<file path="config.mk">
export PLATFORM = sky130hd
export DESIGN_NAME = fp_mult_share_arbiter
export DESIGN_NICKNAME = d
export VERILOG_FILES = /design/src/rtl/fp_mult_share_arbiter.sv
export SDC_FILE = /design/constraint.sdc
export NUM_CORES = 1
export LEC_CHECK = 0
export BUFFER_PORTS_ARGS = -buffer_cell sky130_fd_sc_hd__buf_2
export CAP_MARGIN = 0
export CELL_PAD_IN_SITES_DETAIL_PLACEMENT = 1
export CELL_PAD_IN_SITES_GLOBAL_PLACEMENT = 2
export CORE_MARGIN = 5
export CORE_UTILIZATION = 22
export DETAILED_ROUTE_END_ITERATION = 7
export PLACE_DENSITY_LB_ADDON = 0.1
export SKIP_LAST_GASP = 1
export SLEW_MARGIN = 15
export SYNTH_ARGS = -nofsm -noshare
export SYNTH_HDL_FRONTEND = slang
export SYNTH_SLANG_ARGS = --single-unit
export TNS_END_PERCENT = 1
</file>
<file path="constraint.sdc">
create_clock -name clk -period 1.4 [get_ports clk]
set_input_delay 0.28 -clock clk [delete_from_list [all_inputs] [get_ports clk]]
set_output_delay 0.28 -clock clk [all_outputs]
set_load 0.05 [all_outputs]
</file>
<file path="src/rtl/fp_mult_share_arbiter.sv">
// Round-robin share of one pipelined FP multiplier between two requesters; products return to their owner after 1+LATENCY cycles.
// Requesters hold req until gnt and cannot backpressure responses; clk_en is gated off when nothing is in flight.
module fp_mult_share_arbiter #(
  parameter int LATENCY = 5,
  parameter int WIDTH   = 32
) (
  input  logic             clk,
  input  logic             reset_n,
  input  logic             req0,
  input  logic [WIDTH-1:0] a0,
  input  logic [WIDTH-1:0] b0,
  output logic             gnt0,
  output logic             rsp0_valid,
  input  logic             req1,
  input  logic [WIDTH-1:0] a1,
  input  logic [WIDTH-1:0] b1,
  output logic             gnt1,
  output logic             rsp1_valid,
  output logic [WIDTH-1:0] rsp_data,
  output logic [WIDTH-1:0] mult_dataa,
  output logic [WIDTH-1:0] mult_datab,
  output logic             mult_clk_en,
  output logic             mult_aclr,
  input  logic [WIDTH-1:0] mult_result,
  output logic             busy
);

  logic               favour1;
  logic [LATENCY:0]   vld;
  logic [LATENCY:0]   tag;
  logic               any_gnt;

  // Grants are suppressed while in reset so nothing is accepted that would be lost.
  assign gnt0    = reset_n & req0 & (~req1 | ~favour1);
  assign gnt1    = reset_n & req1 & (~req0 |  favour1);
  assign any_gnt = gnt0 | gnt1;

  always_ff @(posedge clk or negedge reset_n) begin
    if (!reset_n) begin
      favour1    <= 1'b0;
      vld        <= '0;
      tag        <= '0;
      mult_dataa <= '0;
      mult_datab <= '0;
    end else begin
      if (any_gnt) begin
        favour1    <= gnt0;
        mult_dataa <= gnt1 ? a1 : a0;
        mult_datab <= gnt1 ? b1 : b0;
      end
      vld[0]         <= any_gnt;
      tag[0]         <= gnt1;
      vld[LATENCY:1] <= vld[LATENCY-1:0];
      tag[LATENCY:1] <= tag[LATENCY-1:0];
    end
  end

  // Stage LATENCY holds the product leaving the multiplier, so it needs no enable.
  assign mult_clk_en = |vld[LATENCY-1:0];
  assign busy        = |vld;
  assign mult_aclr   = ~reset_n;
  assign rsp_data    = mult_result;
  assign rsp0_valid  = vld[LATENCY] & ~tag[LATENCY];
  assign rsp1_valid  = vld[LATENCY] &  tag[LATENCY];

endmodule

</file>
==> summary.txt <==
Worst setup path
  – Critical path data required time: 1120 ps
  – Worst setup startpoint: vld[1]
  – Critical path capture point type: output pin
  – Startpoint Class: flop
  – Worst Reg-to-Reg Cells: 4
  – Flop-to-flop setup slack: 130 ps
  – Origin of the critical flop-to-flop path: favour1
  – Critical setup path kind: flop to output pin
  – Worst r2r dst: mult_dataa[31]
  – CP arrival: 1360 ps
  – Worst-path fanout max: 2

Power
  – NetSw: 2.84 mW
  – Maximum VDD drop: 0.508 mV
  – Lkg Pwr: 2.30 nW
  – Switching share of total power: 39.0%
  – Pwr per Cell Area: 1400 mW/mm^2
  – Cell internal pwr: 4.45 mW
  – Clock Power Share: 30.5%
  – Combinational power share: 33.0%
  – Sequential power share: 36.6%

Clock network
  – Worst-Skew Late Latency: 330 ps
  – Clock Pin Slew Worst Setup and Hold Paths: 60 ps
  – Root buf cell: clkbuf_16
  – CTS Hold Buffers Added: 0
  – Clock Path Buffers: 2
  – CTS buffer count: 9
  – Clk sinks: 77
  – CTS tree: built
  – H-tree Lvls: 3

Place
  – Hpwl dp: 10200 um
  – Port bufs: 202
  – Placed insts: 796
  – Routability cong.: 0.714

Logic synthesis
  – Syn_nets: 588
  – Mapped Cells: 424
  – Share of flip-flops with an asynchronous set or reset: 100%
  – Cell accounting for the most synthesized area: dfrtp_1
  – Largest cells by area after synthesis: dfrtp_1 (49%), a31oi_1 (10%), buf_4 (7.6%), nand3_1 (6.7%), nor2_1 (6.3%)
  – Post-synth EDFFs: 0
  – Yosys warning total: 0
  – Syn_area_per_cell: 9.31 um^2
  – Seq cells post-synth: 77
  – Synth top area share: 48.8%
  – Register area share after synthesis: 48.8%
  – Post-Syn Area: 0.00395 mm^2
  – Predominant post-synthesis flop cell: dfrtp_1
  – Yosys cell types: 25

STA
  – Worst Clk Skew: 7.49 ps
  – Tmin final: 1640 ps
  – Fin. Hold Viols: 0
  – Max Freq: 0.611 GHz
  – Max_slew headroom: 68.2%
  – Fin crit share: 117%
  – RSZ-0062 raised after global routing: true
  – Worst Tran Pin Value: 476 ps
  – Max-slew violation count: 0
  – Setup TNS Final: -546 ps
  – Setup ws final: -236 ps
  – Setup violators final: 4

Detailed routing
  – DR WL/cell: 17.9 um
  – Routed Antenna Nets: 0
  – Vias: 3678
  – First-pass DRT Iterations: 5
  – Post-Route WL: 14600 um
  – Initial DRC count: 184
  – Vias per cell: 4.54
  – Detailed-route DRC error count: 0

Die
  – Number of placed I/O pins: 267
  – Row Count: 49
  – Die footprint: 0.0207 mm^2
  – Die Ht: 144 um
  – Starting Density: 22.1%
  – Die Width: 144 um
  – Core Footprint: 0.0178 mm^2

GRT
  – GRT Total Usage: 14.1%
  – Met1 Track Usage GR: 17.5%
  – Initial antenna violation count: 0
  – Global-route wire length before repair: 22800 um
  – Largest net degree at the start of global routing: 76
  – Top Usage Layer GRT: met2
  – M2 GR Usage: 24.1%
  – Overflow left after global routing: 0
  – Number of global-route vias before repair: 3992
  – Grt met3 use: 3.43%

Run status
  – Failing checks: negative setup slack
  – Outcome: complete, but fails checks

Hold path
  – HP Class: input pin to async pin

Finish
  – Post-route insts no fill: 811
  – Nets@finish: 742
  – Layout cells sized above 1: 43.5%
  – Synth-to-layout area growth: 32.1%
  – Number of inserted diodes: 0
  – Filler cells: 2140

Flow run
  – Max-cap viol count: 0
[how the worst max path moves through the flow]
stage          endpoint  slack [ps]
2_1_floorplan      busy        -130
3_3_place_gp       busy         -50
3_5_place_dp       busy         -40
4_1_cts            busy        -260
5_1_grt            busy        -340
6_report           busy        -240
[cell usage after synthesis, types with 3 or more instances]
master and count:
dfrtp_1 77, nor2_1 66, a31oi_1 63, nand3_1 53, o21ai_1 41, buf_4 40
o21ai_0 24, buf_2 13, nand3_2 11, buf_6 7, buf_8 5, clkbuf_1 4
nand2_1 4, clkbuf_2 3
[routing by layer]
| layer | share of wire [%] | up-vias |
|---|---|---|
| met1 | 42 | 1759 |
| met2 | 50 | 117 |
| met5 | 0 | - |
| li1 | - | 1778 |
| met3 | 6.8 | 24 |
| met4 | 1.3 | 0 |
[logic make-up (layout without fill, tap and decap cells)]
| group | after synthesis | in the layout | synth area share [%] |
|---|---|---|---|
| AO/OA/AOI/OAI | 131 | 131 | 18.9 |
| buffers and inverters | 75 | 233 | 15.0 |
| AND/OR/NAND/NOR | 141 | 141 | 17.3 |
| flip-flops | 77 | 77 | 48.8 |
[repair_timing]
item / in CTS / in global routing
pin swaps: 2 / 2
endpoints found under the setup margin: 5 / 6
gates resized for setup: 5 / 0
setup buffers: 0 / 0
endpoints found under the hold margin: 0 / 0
[cell usage in the layout, fill, tap and decap left out, types with 9 or more instances in the layout]
cell type / instances
clkbuf_16: 9
nor2_1: 65
o21ai_1: 41
nand3_1: 53
nand3_2: 11
a31oi_1: 63
o21ai_0: 24
dfrtp_1: 77
buf_12: 10
buf_2: 199
[final cells by class]
cell class | instances | area (um^2) | area share (%)
sequential | 77 | 1930 | 36.9
multi-input combinational | 272 | 1460 | 28.0
timing repair buffer | 217 | 1260 | 24.2
tap | 229 | 287 | 5.49
clock buffer | 11 | 253 | 4.85
clock inverter | 4 | 23.8 | 0.456
inverter | 1 | 3.75 | 0.0720
[power by group through the flow]
| stage | combinational [mW] | sequential, mW | clock [mW] |
|---|---|---|---|
| after detailed placement | 2.44 | 2.71 | 0 |
| after CTS | 2.45 | 2.67 | 2.33 |
| after global placement | 2.45 | 2.70 | 0 |
| after global routing | 2.58 | 2.71 | 2.44 |
| final | 2.40 | 2.67 | 2.22 |
| after floorplan | 0.999 | 3.63 | 0 |
[registers in the layout, indices dropped and copies added (netlist names)]
name,flops
tag,6
mult_dataa,32
vld,6
favour1,1
mult_datab,32
[worst max-delay path: stages, from the launching register on]
cell and delay (ps):
dfrtp_1 390, nor3_2 190, nand2_2 70, or2_4 230
buf_8 150
[metrics by stage]
| stage | hold WS [ps] | util [%] | setup slack (ps) | cell area [um^2] | power [mW] |
|---|---|---|---|---|---|
| detailed placement | 336 | 27.6 | -37.8 | 4920 | 5.16 |
| global placement | 333 | 27.6 | -46.2 | 4920 | 5.15 |
| finish | 6.64 | 29.2 | -236 | 5220 | 7.29 |
| global route | 18.6 | 29.2 | -336 | 5220 | 7.73 |
| CTS | 1.91 | 29.2 | -259 | 5220 | 7.45 |
| floorplan | -15.6 | - | -133 | 3950 | 4.63 |
Power figures use the tool's default switching activity.
